===== src/rtl/led_frame_sequencer_if.sv =====
// led_frame_sequencer_if: frame request/qualifier inputs and per-slot outputs of the LED
// frame sequencer; master drives requests, slave (the sequencer) drives slot outputs.
interface led_frame_sequencer_if #(
   parameter int unsigned ADDR_WIDTH     = 8,
   parameter int unsigned STRAND_WIDTH   = 1,
   parameter int unsigned RAM_ADDR_WIDTH = 9
);
   logic                      frame_start;
   logic                      enable;
   logic                      direction;
   logic [ADDR_WIDTH-1:0]     led_index;
   logic [STRAND_WIDTH-1:0]   strand_select;
   logic [RAM_ADDR_WIDTH-1:0] ram_addr;
   logic                      led_selected;
   logic                      busy;
   logic                      frame_done;
   logic                      frame_overrun;

   modport master (
      output frame_start, enable, direction,
      input  led_index, strand_select, ram_addr, led_selected, busy, frame_done, frame_overrun
   );

   modport slave (
      input  frame_start, enable, direction,
      output led_index, strand_select, ram_addr, led_selected, busy, frame_done, frame_overrun
   );
endinterface


===== src/rtl/led_frame_sequencer.sv =====
// led_frame_sequencer: walks every LED of every strand once per frame, one slot per enabled tick.
// Define LED_SEQ_STRAND_GAP_EN to insert GAP_CYCLES idle slots between strands.
module led_frame_sequencer #(
   parameter int unsigned NUM_LEDS       = 150,
   parameter int unsigned NUM_STRANDS    = 2,
   parameter int unsigned ADDR_WIDTH     = 8,
   parameter int unsigned STRAND_WIDTH   = 1,
   parameter int unsigned RAM_ADDR_WIDTH = 9,
   parameter int unsigned GAP_CYCLES     = 4
) (
   input logic                  led_clock,
   input logic                  led_counter_reset,
   led_frame_sequencer_if.slave seq
);

`ifdef LED_SEQ_STRAND_GAP_EN
   localparam bit GapEn = 1'b1;
`else
   localparam bit GapEn = 1'b0;
`endif

   if (NUM_LEDS < 1 || NUM_STRANDS < 1 || 2**ADDR_WIDTH < NUM_LEDS ||
       2**STRAND_WIDTH < NUM_STRANDS || 2**RAM_ADDR_WIDTH < NUM_LEDS * NUM_STRANDS ||
       (GapEn && GAP_CYCLES < 1)) begin : g_bad_params
      $error("led_frame_sequencer: invalid parameter combination");
   end

   localparam logic [ADDR_WIDTH-1:0]   LastIdx    = ADDR_WIDTH'(NUM_LEDS - 1);
   localparam logic [STRAND_WIDTH-1:0] LastStrand = STRAND_WIDTH'(NUM_STRANDS - 1);

   typedef enum logic [1:0] {
      StIdle,
      StRun,
`ifdef LED_SEQ_STRAND_GAP_EN
      StGap,
`endif
      StDone
   } state_e;

   state_e                    state_q, state_d;
   logic                      dir_q, dir_d;
   logic [ADDR_WIDTH-1:0]     idx_q, idx_d;
   logic [STRAND_WIDTH-1:0]   strand_q, strand_d;
   logic [RAM_ADDR_WIDTH-1:0] addr_q, addr_d;
   logic [ADDR_WIDTH-1:0]     start_idx;
   logic                      last_led;
   logic                      last_strand;

`ifdef LED_SEQ_STRAND_GAP_EN
   localparam int unsigned   GapW    = (GAP_CYCLES > 1) ? $clog2(GAP_CYCLES) : 1;
   localparam logic [GapW-1:0] GapLast = GapW'(GAP_CYCLES - 1);
   logic [GapW-1:0] gap_q, gap_d;
`endif

   always_ff @(posedge led_clock or posedge led_counter_reset) begin
      if (led_counter_reset) begin
         state_q  <= StIdle;
         dir_q    <= 1'b0;
         idx_q    <= '0;
         strand_q <= '0;
         addr_q   <= '0;
`ifdef LED_SEQ_STRAND_GAP_EN
         gap_q    <= '0;
`endif
      end else begin
         state_q  <= state_d;
         dir_q    <= dir_d;
         idx_q    <= idx_d;
         strand_q <= strand_d;
         addr_q   <= addr_d;
`ifdef LED_SEQ_STRAND_GAP_EN
         gap_q    <= gap_d;
`endif
      end
   end

   always_comb begin
      state_d     = state_q;
      dir_d       = dir_q;
      idx_d       = idx_q;
      strand_d    = strand_q;
`ifdef LED_SEQ_STRAND_GAP_EN
      gap_d       = gap_q;
`endif
      start_idx   = dir_q ? '0 : LastIdx;
      last_led    = dir_q ? (idx_q == LastIdx) : (idx_q == '0);
      last_strand = (strand_q == LastStrand);
      unique case (state_q)
         StIdle: begin
            if (seq.frame_start) begin
               state_d  = StRun;
               dir_d    = seq.direction;
               strand_d = '0;
               idx_d    = seq.direction ? '0 : LastIdx;
            end
         end
         StRun: begin
            if (seq.enable) begin
               if (!last_led) begin
                  idx_d = dir_q ? idx_q + ADDR_WIDTH'(1) : idx_q - ADDR_WIDTH'(1);
               end else if (!last_strand) begin
                  // Next strand is loaded now; in gap mode it stays hidden until GAP ends.
                  strand_d = strand_q + STRAND_WIDTH'(1);
                  idx_d    = start_idx;
`ifdef LED_SEQ_STRAND_GAP_EN
                  state_d  = StGap;
`endif
               end else begin
                  state_d = StDone;
               end
            end
         end
`ifdef LED_SEQ_STRAND_GAP_EN
         StGap: begin
            if (seq.enable) begin
               if (gap_q == GapLast) begin
                  gap_d   = '0;
                  state_d = StRun;
               end else begin
                  gap_d = gap_q + GapW'(1);
               end
            end
         end
`endif
         StDone:  state_d = StIdle;
         default: state_d = StIdle;
      endcase
      // Address registered alongside index/strand so it never lags them.
      addr_d = RAM_ADDR_WIDTH'(32'(strand_d) * NUM_LEDS + 32'(idx_d));
   end

   always_comb begin
      seq.led_index     = idx_q;
      seq.strand_select = strand_q;
      seq.ram_addr      = addr_q;
      seq.led_selected  = (state_q == StRun);
`ifdef LED_SEQ_STRAND_GAP_EN
      seq.busy          = (state_q == StRun) || (state_q == StGap);
`else
      seq.busy          = (state_q == StRun);
`endif
      seq.frame_done    = (state_q == StDone);
      seq.frame_overrun = seq.frame_start && (state_q != StIdle);
   end

endmodule


===== src/flat_wrapper.sv =====
// flat-port wrapper written by rule: the top's interface ports become plain ports
module led_frame_sequencer_flat 
#(
   parameter int unsigned NUM_LEDS       = 150,
   parameter int unsigned NUM_STRANDS    = 2,
   parameter int unsigned ADDR_WIDTH     = 8,
   parameter int unsigned STRAND_WIDTH   = 1,
   parameter int unsigned RAM_ADDR_WIDTH = 9,
   parameter int unsigned GAP_CYCLES     = 4
)
  (led_clock, led_counter_reset, seq_frame_start, seq_enable, seq_direction, seq_led_index, seq_strand_select, seq_ram_addr, seq_led_selected, seq_busy, seq_frame_done, seq_frame_overrun);
  led_frame_sequencer_if #(.ADDR_WIDTH(ADDR_WIDTH), .STRAND_WIDTH(STRAND_WIDTH), .RAM_ADDR_WIDTH(RAM_ADDR_WIDTH)) seq_i ();
  input logic led_clock;
  input logic led_counter_reset;
  input wire logic [$bits(seq_i.frame_start)-1:0] seq_frame_start;
  input wire logic [$bits(seq_i.enable)-1:0] seq_enable;
  input wire logic [$bits(seq_i.direction)-1:0] seq_direction;
  output wire logic [$bits(seq_i.led_index)-1:0] seq_led_index;
  output wire logic [$bits(seq_i.strand_select)-1:0] seq_strand_select;
  output wire logic [$bits(seq_i.ram_addr)-1:0] seq_ram_addr;
  output wire logic [$bits(seq_i.led_selected)-1:0] seq_led_selected;
  output wire logic [$bits(seq_i.busy)-1:0] seq_busy;
  output wire logic [$bits(seq_i.frame_done)-1:0] seq_frame_done;
  output wire logic [$bits(seq_i.frame_overrun)-1:0] seq_frame_overrun;
  assign seq_i.frame_start = seq_frame_start;
  assign seq_i.enable = seq_enable;
  assign seq_i.direction = seq_direction;
  assign seq_led_index = seq_i.led_index;
  assign seq_strand_select = seq_i.strand_select;
  assign seq_ram_addr = seq_i.ram_addr;
  assign seq_led_selected = seq_i.led_selected;
  assign seq_busy = seq_i.busy;
  assign seq_frame_done = seq_i.frame_done;
  assign seq_frame_overrun = seq_i.frame_overrun;
  led_frame_sequencer #(.NUM_LEDS(NUM_LEDS), .NUM_STRANDS(NUM_STRANDS), .ADDR_WIDTH(ADDR_WIDTH), .STRAND_WIDTH(STRAND_WIDTH), .RAM_ADDR_WIDTH(RAM_ADDR_WIDTH), .GAP_CYCLES(GAP_CYCLES)) u_core (.led_clock(led_clock), .led_counter_reset(led_counter_reset), .seq(seq_i));
endmodule

===== config.mk =====
export PLATFORM = sky130hd
export DESIGN_NAME = led_frame_sequencer_flat
export DESIGN_NICKNAME = d
export VERILOG_FILES = /design/src/rtl/led_frame_sequencer_if.sv /design/src/rtl/led_frame_sequencer.sv /design/src/flat_wrapper.sv
export SDC_FILE = /design/constraint.sdc
export NUM_CORES = 1
export LEC_CHECK = 0
export ABC_AREA = 1
export CORE_MARGIN = 10
export CORE_UTILIZATION = 63
export CTS_CLUSTER_SIZE = 40
export DETAILED_ROUTE_END_ITERATION = 10
export DONT_BUFFER_PORTS = 1
export PLACE_DENSITY_LB_ADDON = 0.3
export SLEW_MARGIN = 10
export SYNTH_ARGS = -nofsm -noshare
export SYNTH_HDL_FRONTEND = slang
export SYNTH_SLANG_ARGS = --single-unit

===== constraint.sdc =====
create_clock -name led_clock -period 6.7 [get_ports led_clock]
set_clock_uncertainty 0.15 [all_clocks]
set_input_delay 1.34 -clock led_clock [delete_from_list [all_inputs] [get_ports led_clock]]
set_output_delay 1.34 -clock led_clock [all_outputs]
set_load 0.01 [all_outputs]

## Word level (Yosys, flattened, before mapping)

Index checks and enable logic that the tools add are counted.

| word-level totals | value |
|---|---|
| register bits after elaboration | 21 |
| logic and storage cells | 42 |

| cells by class | value |
|---|---|
| add/sub/neg operators | 4 |
| multiply operators | 1 |
| equal/unequal tests | 7 |
| muxes and demuxes | 19 |
| reductions and logical operators | 6 |

Operators with widths:

| cell | number |
|---|---|
| 2-to-1 mux 8 bit | 7 |
| one-hot mux 8 bit (2 select lines) | 1 |
| adder 9 x 8 -> 9 bit | 1 |
| adder 8 x 1 -> 8 bit, second input constant | 1 |
| equality test 8 bit, second input constant | 1 |
| logical NOT 8 bit | 1 |
| multiplier 1 x 7 -> 8 bit, second input constant | 1 |
| 2-to-1 mux 2 bit | 4 |
| subtractor 8 x 1 -> 8 bit, second input constant | 1 |
| 2-to-1 mux 1 bit | 5 |
| != test 2 x 1 -> 1 bit, second input constant | 2 |
| != test 2 bit, second input constant | 2 |
| one-hot mux 2 bit (2 select lines) | 1 |
| AND reduction 4 bit | 1 |
| equality test 2 x 1 -> 1 bit, second input constant | 1 |
| equality test 2 bit, second input constant | 1 |
| logical NOT 2 bit | 1 |
| one-hot mux 1 bit (2 select lines) | 1 |
| AND reduction 2 bit | 1 |
| nonzero test 2 bit | 1 |
| adder 1 bit, second input constant | 1 |
| logical AND 1 bit | 1 |

## Depth between registers and ports, before layout

Gate-level depths: netlist (run 1).

| depth | value |
|---|---|
| word-level depth | 7 |
| depth in mapped cells | 19 |

## Least setup slack after synthesis (run 1)

Ideal clock, no wire load.

| timing path | value |
|---|---|
| kind | input to register |
| start | input port seq_frame_start |
| end | register u_core.addr_q[7] (netlist: u_core.seq.ram_addr[7]) |
| setup time | 117 ps |
| arrival time | 2926 ps |
| required time | 6433 ps |
| setup slack | 3508 ps |
| stages on the path | 12 |
| buffers on the path | 0 |
| cells stage by stage | inv_1 a21oi_1 o21ai_0 ha_1 inv_1 fa_1 inv_1 nand3_4 nand2_2 nand2_1 nand2_1 nand2_1 |

| on the way | value |
|---|---|
| longest elaborated chain between the ends | 4 |

Ends and longest elaborated chain:

| what | line | RTL |
|---|---|---|
| start: declaration | flat_wrapper.sv:15 | `input wire logic [$bits(seq_i.frame_start)-1:0] seq_frame_start;` |
| 2-to-1 mux 1 bit | led_frame_sequencer.sv:90 | `if (seq.frame_start) begin` |
| one-hot mux 1 bit (2 select lines) | led_frame_sequencer.sv:88 | `unique case (state_q)` |
| named net u_core.strand_d | led_frame_sequencer.sv:43 | `logic [STRAND_WIDTH-1:0] strand_q, strand_d;` |
| multiplier 1 x 7 -> 8 bit | led_frame_sequencer.sv:129 | `addr_d = RAM_ADDR_WIDTH'(32'(strand_d) * NUM_LEDS + 32'(idx_d));` |
| adder 9 x 8 -> 9 bit | led_frame_sequencer.sv:129 |  |
| named net u_core.addr_d[7] | led_frame_sequencer.sv:44 | `logic [RAM_ADDR_WIDTH-1:0] addr_q, addr_d;` |
| end signal: assignment | led_frame_sequencer.sv:70 | `addr_q <= addr_d;` |
| end: declaration | led_frame_sequencer.sv:44 |  |

The timed path passes the listed nets, and every way through them passes these cells.
A chain may end at the register's enable or synchronous reset.

## Final worst setup path (run 1)

Same ends and word-level chain as after synthesis.

==> summary.md, run 1 <==
| Metric | Value |
|---|---|
| Critical Path RT | `6.74 ns` |
| TritonCTS Buffers | `3` |
| Least-Margin Pin Slew | `0.7151 ns` |
| WS Path Type | `input pin to register` |
| Hold Crit Depth | `2` |
| DRT Wirelength | `3358 um` |
| Synth top area share | `0.3342` |
| Synth-to-layout area growth | `2.841%` |
| Site Rows | `17` |
| Synth Instances | `194` |
| Ports | `27` |
| Met1 usage in global routing | `0.1745` |
| Worst hold path class | `register to register` |
| Pins Over Slew Limit | `0` |
| Initial antenna violation count | `0` |
| Final setup fails | `0` |
| Final Core Density | `0.6896` |
| Footprint of the multi-input gates | `843.3 um2` |
| Filler cell count | `184` |
| Global-route wire length before repair | `5685 um` |
| CTS tree | `yes` |
| Die width | `68.76 um` |
| DRT Pass-1 Iters | `4` |
| CTS H-Tree Depth | `1` |
| Seq/Total Area, Yosys | `0.3342` |
| Input/output buffers | `0` |
| Crit path max fanout | `6` |
| Die area | `4727 um2` |
| Longest Clk Path Bufs | `2` |
| Top_reg_cell synth | `dfrtp_1` |
| Placer Congestion | `0.9759` |
| Final hold slack | `0.5188 ns` |
| Yosys reg bits | `20` |
| Via count | `1262` |
| DR vias/cell | `5.659` |
| Hold_buf cts | `0` |
| Post-synthesis net count | `211` |
| Worst reg-to-reg path cell count | `15` |
| Starting DRC count in detailed routing | `88` |
| Critical Path Start Type | `input pin` |
| Gr busiest metal | `met2` |
| Ant. Diodes | `0` |
| Met3 Usage GRT | `0.03704` |
| Most frequent cell after synthesis | `nand2_1` |
| Hpwl dp | `2768 um` |
| Hold path start | `u_core.seq.strand_select` |
| M2 GR Usage | `0.2707` |
| CTS root buf | `clkbuf_4` |
| RR Endpoint | `u_core.seq.ram_addr[7]` |
| Area leader, netlist | `dfrtp_1` |
| Post-synth ARST share | `1.000` |
| Post_cts resized | `0` |
| Register Area | `500.5 um2` |
| Layout cells sized above 1 | `0.1282` |
| CORE AREA | `2233 um2` |
| Final hold vios | `0` |
| GR Util All Layers | `0.1553` |
| Flop2flop setup slack | `3.68 ns` |
| Min Tclk post-route | `3.181 ns` |
| CTS clk-pin slew, worst paths | `0.10 ns` |
| Crit path DAT | `3.22 ns` |
| Cell variety after synth | `30` |
| Max Cap Viol | `0` |
| Syn Std Cell Area | `1498 um2` |
| Period utilization | `0.4748` |
| RSZ-0062 raised after global routing | `no` |
| Most frequent cells after synthesis | `nand2_1, inv_1, dfrtp_1` |
| Drt drc | `0` |
| Status | `finished clean` |
| Post-synth EDFFs | `0` |
| CP endpoint kind | `register` |
| Fmax | `314.3 MHz` |
| Final setup TNS | `0 ns` |
| Nets | `214` |
| Post-CTS setup buffers | `0` |
| Height of the die | `68.76 um` |
| Avg WL per Cell | `15.06 um` |
| Ys Warns | `0` |
| DRT antenna net count | `0` |
| Hold Path End | `u_core.state_q[1]` |
| Initial Util | `0.6706` |
| Post-Syn Area per Cell | `7.720 um2` |
| Largest net degree at the start of global routing | `21` |
| Slew HR | `0.5182` |
| Area contributors post-synth | `dfrtp_1, nand2_1, inv_1` |
| Vias in the first global route | `1266` |
| Total grt overflow | `0` |
| Clock sink total | `20` |
| Clk Latency, worst-skew pair | `0.29 ns` |
cell families after synthesis:
logic type	Yosys count	share of synthesized area
and+or+nand+nor	94	0.3300
buffers and inverters	39	0.1028
AOI/OAI and AO/OA	24	0.09356
DFF	20	0.3342
adders and majority gates	12	0.1103
xor gates and xnor gates	5	0.02924
area by class of cell:
cell class                 instances  area share
clock buffer                       3     0.01462
sequential                        20      0.3249
inverter                          37     0.09017
multi-input combinational        135      0.5475
tap                               28     0.02275
routing by layer:
layer  part of all wire  wire [um]  vias to the layer above
met5                  0          0                        -
met4              0.020         68                        0
met3              0.075        252                        8
met2               0.51       1726                       40
met1               0.39       1310                      591
li1                   -          -                      623
cell usage in the layout, fill, tap and decap left out, drive strengths merged, types with 2 or more instances in the layout:
| cell | instances |
|---|---|
| nor2 | 14 |
| o22ai | 2 |
| dfrtp | 20 |
| nand4 | 6 |
| clkbuf | 3 |
| o21ai | 9 |
| xnor2 | 4 |
| fa | 2 |
| ha | 10 |
| nand2 | 55 |
| inv | 37 |
| o211ai | 2 |
| nand3 | 17 |
| a21oi | 8 |
worst max path at each step:
stage	start	end	slack (ns)	depth (start not counted)
final	seq_frame_start	u_core.seq.ram_addr[7]	3.52	12
after global routing	register	u_core.seq.ram_addr[7]	3.40	15
after CTS	seq_frame_start	u_core.seq.ram_addr[7]	3.56	12
after detailed placement	seq_frame_start	u_core.seq.ram_addr[7]	3.23	12
after global placement	seq_frame_start	u_core.seq.ram_addr[7]	3.35	12
after floorplan	seq_frame_start	u_core.seq.ram_addr[7]	3.51	12
sequential cells by signal (all words and copies together), names as in the netlist, named ones only:
register	cells
u_core.seq.led_index	7
u_core.state_q	2
u_core.seq.strand_select	1
u_core.seq.ram_addr	8
u_core.dir_q	1
critical path, stage by stage:
cell and delay, ns:
inv_1 0.06, a21oi_1 0.10, o21ai_0 0.59, ha_1 0.28, inv_1 0.05, fa_1 0.35
inv_1 0.13, nand3_4 0.09, nand2_2 0.08, nand2_1 0.05, nand2_1 0.05, nand2_1 0.05
stage by stage:
step                      area, um2  instances  worst slack [ns]
after floorplan                1498        194             3.508
after global placement         1518        220             3.353
after detailed placement       1518        220             3.231
after CTS                      1540        223             3.557
after global routing           1540        223             3.403
final                          1540        223             3.519
Power of run 1 is left out: the tool's default activity adds up to more than one toggle a clock period on the data nets, which glitch-free logic cannot reach.
==> run 2, diff against run 1 <==
--- a/config.mk
+++ b/config.mk
@@ -7,7 +7,7 @@
 export LEC_CHECK = 0
 export ABC_AREA = 1
 export CORE_MARGIN = 10
-export CORE_UTILIZATION = 63
+export CORE_UTILIZATION = 62
 export CTS_CLUSTER_SIZE = 40
 export DETAILED_ROUTE_END_ITERATION = 10
 export DONT_BUFFER_PORTS = 1
==> constraint.sdc (replaced) <==
create_clock -name led_clock -period 2.95 [get_ports led_clock]
set_clock_uncertainty 0.15 [all_clocks]
set_input_delay 0.59 -clock led_clock [delete_from_list [all_inputs] [get_ports led_clock]]
set_output_delay 0.59 -clock led_clock [all_outputs]
set_load 0.01 [all_outputs]
==> summary.md, run 2 (same netlist as run 1, synthesis figures left out) <==
| Metric | Value |
|---|---|
| Final setup fails | `0 (unchanged)` |
| Crit path max fanout | `4 (was 6)` |
| Final Core Density | `0.7159 (was 0.6896)` |
| Synth-to-layout area growth | `7.770% (was 2.841%)` |
| Register Area | `505.5 um2 (was 500.5 um2)` |
| CTS root buf | `clkbuf_4 (unchanged)` |
| Height of the die | `69.15 um (was 68.76 um)` |
| Metal3 WL | `216 um (was 252 um)` |
| Layout cells sized above 1 | `0.1980 (was 0.1282)` |
| Most frequent cells in the layout | `nand2_1, inv_1, dfrtp_1 (unchanged)` |
| Total grt overflow | `0 (unchanged)` |
| Largest register FFs | `8 (unchanged)` |
| CP endpoint kind | `register (unchanged)` |
| DRT Pass-1 Iters | `4 (unchanged)` |
| WS Path Type | `register to register (was input pin to register)` |
| Fmax | `366.3 MHz` |
| CTS H-Tree Depth | `1 (unchanged)` |
| Critical Path Start Type | `register (was input pin)` |
| Input/output buffers | `0 (unchanged)` |
| Ant. Diodes | `0 (unchanged)` |
| Max Cap Viol | `0 (unchanged)` |
| Slew HR | `0.4832 (was 0.5182)` |
| WL met1 | `1476 um (was 1310 um)` |
| Flop2flop setup slack | `0.22 ns (was 3.68 ns)` |
| Vias in the first global route | `1353 (was 1266)` |
| Site Rows | `17 (unchanged)` |
| Largest net degree at the start of global routing | `21 (unchanged)` |
| Global-route wire length before repair | `6617 um (was 5685 um)` |
| Hold_buf cts | `0 (unchanged)` |
| Die width | `69.15 um (was 68.76 um)` |
| Starting DRC count in detailed routing | `88 (unchanged)` |
| Drt drc | `0 (unchanged)` |
| Least-Margin Pin Slew | `0.7743 ns (was 0.7151 ns)` |
| CTS tree | `yes (unchanged)` |
| CORE AREA | `2255 um2 (was 2233 um2)` |
| DR vias/cell | `5.717 (was 5.659)` |
| Period utilization | `0.9253` |
| Status | `finished clean (unchanged)` |
| DR top layer | `met4 (unchanged)` |
| DRT Wirelength | `3869 um (was 3358 um)` |
| Pins Over Slew Limit | `0 (unchanged)` |
| Final hold vios | `0 (unchanged)` |
| Most common cell after layout, fill and taps aside | `nand2_1 (unchanged)` |
| Worst hold path class | `input pin to async pin (was register to register)` |
| Hpwl dp | `3078 um (was 2768 um)` |
| Via count | `1315 (was 1262)` |
| Ports | `27 (unchanged)` |
| TritonCTS Buffers | `3 (unchanged)` |
| Footprint of the multi-input gates | `853.3 um2 (was 843.3 um2)` |
| Critical Path RT | `3.01 ns (was 6.74 ns)` |
| Initial antenna violation count | `0 (unchanged)` |
| Crit path DAT | `2.79 ns (was 3.22 ns)` |
| Wire length on met2 | `2059 um (was 1726 um)` |
| Clk Latency, worst-skew pair | `0.30 ns (was 0.29 ns)` |
| Min Tclk post-route | `2.730 ns` |
| CTS clk-pin slew, worst paths | `0.11 ns (was 0.10 ns)` |
| Die area | `4782 um2 (was 4727 um2)` |
| Placer Congestion | `0.9578 (was 0.9759)` |
| Clock sink total | `20 (unchanged)` |
| Initial Util | `0.6643 (was 0.6706)` |
| GR Util All Layers | `0.1660 (was 0.1553)` |
| Nets | `220 (was 214)` |
| Filler cell count | `195 (was 184)` |
| Longest Clk Path Bufs | `2 (unchanged)` |
| DRT antenna net count | `0 (unchanged)` |
| Avg WL per Cell | `16.82 um (was 15.06 um)` |
-- run 2: cell types whose count changed in the layout (fill, tap and decap cells not counted), moves of 2 or more --
cell,change
dfrtp_2,+4
inv_1,-2
dfrtp_1,-4
buf_4,+6
inv_2,+2
-- run 2: worst max-delay path, cell delays in order (launching register included) --
cell     delay, ns
dfrtp_2       0.47
inv_2         0.10
nand2_1       0.13
nor2_8        0.15
nand3_2       0.15
nor2_1        0.16
o21ai_0       0.11
o21ai_2       0.15
ha_1          0.22
inv_1         0.06
fa_1          0.37
inv_2         0.10
nand3_4       0.08
nand2_2       0.09
nand2_1       0.06
nand2_1       0.05
nand2_1       0.05
-- run 2: through the flow --
stage          hold WS, ns  cells  setup TNS [ns]  worst slack [ns]  instance area (um2)
6_report            0.1512    230               0            0.2203                 1614
3_3_place_gp        0.4973    226               0            0.1499                 1563
4_1_cts             0.1638    230               0           0.04263                 1599
3_5_place_dp        0.4985    226               0           0.05812                 1563
5_1_grt             0.2044    230        -0.01222          -0.01222                 1614
2_1_floorplan       0.4038    194               0            0.3799                 1498
-- run 2: layout make-up --
| class | count | share of cell area |
|---|---|---|
| multi-input cells | 135 | 0.5287 |
| flip-flops and latches | 20 | 0.3132 |
| inverters | 37 | 0.08605 |
| repair buffers | 6 | 0.02791 |
| clock buffers | 4 | 0.02248 |
| well taps | 28 | 0.02171 |
-- run 2: layer usage --
layer | global-route usage | up-vias
met4 | 0.06652 | 0
met3 | 0.03138 | 13
li1 | - | 636
met1 | 0.1824 | 610
met2 | 0.3014 | 56
met5 | 0 | -
-- run 2: repair_timing --
action | 4_1_cts | 5_1_grt
gates resized for setup | 0 | 9
buffers inserted | 0 | 0
endpoints found under the setup margin | 0 | 3
-- run 2: worst paths after layout --
check | start | to | depth (start not counted)
min in group led_clock | seq_frame_start | register | 2
max | u_core.seq.led_index[1] | u_core.seq.ram_addr[7] | 16
max in group asynchronous | led_counter_reset | u_core.seq.led_index[4] | 1
min reg2reg | u_core.seq.strand_select | u_core.state_q[1] | 2
min | led_counter_reset | u_core.seq.ram_addr[1] | 1
max reg2reg | u_core.seq.led_index[1] | u_core.seq.ram_addr[7] | 16
Power of run 2 is left out for the same reason.
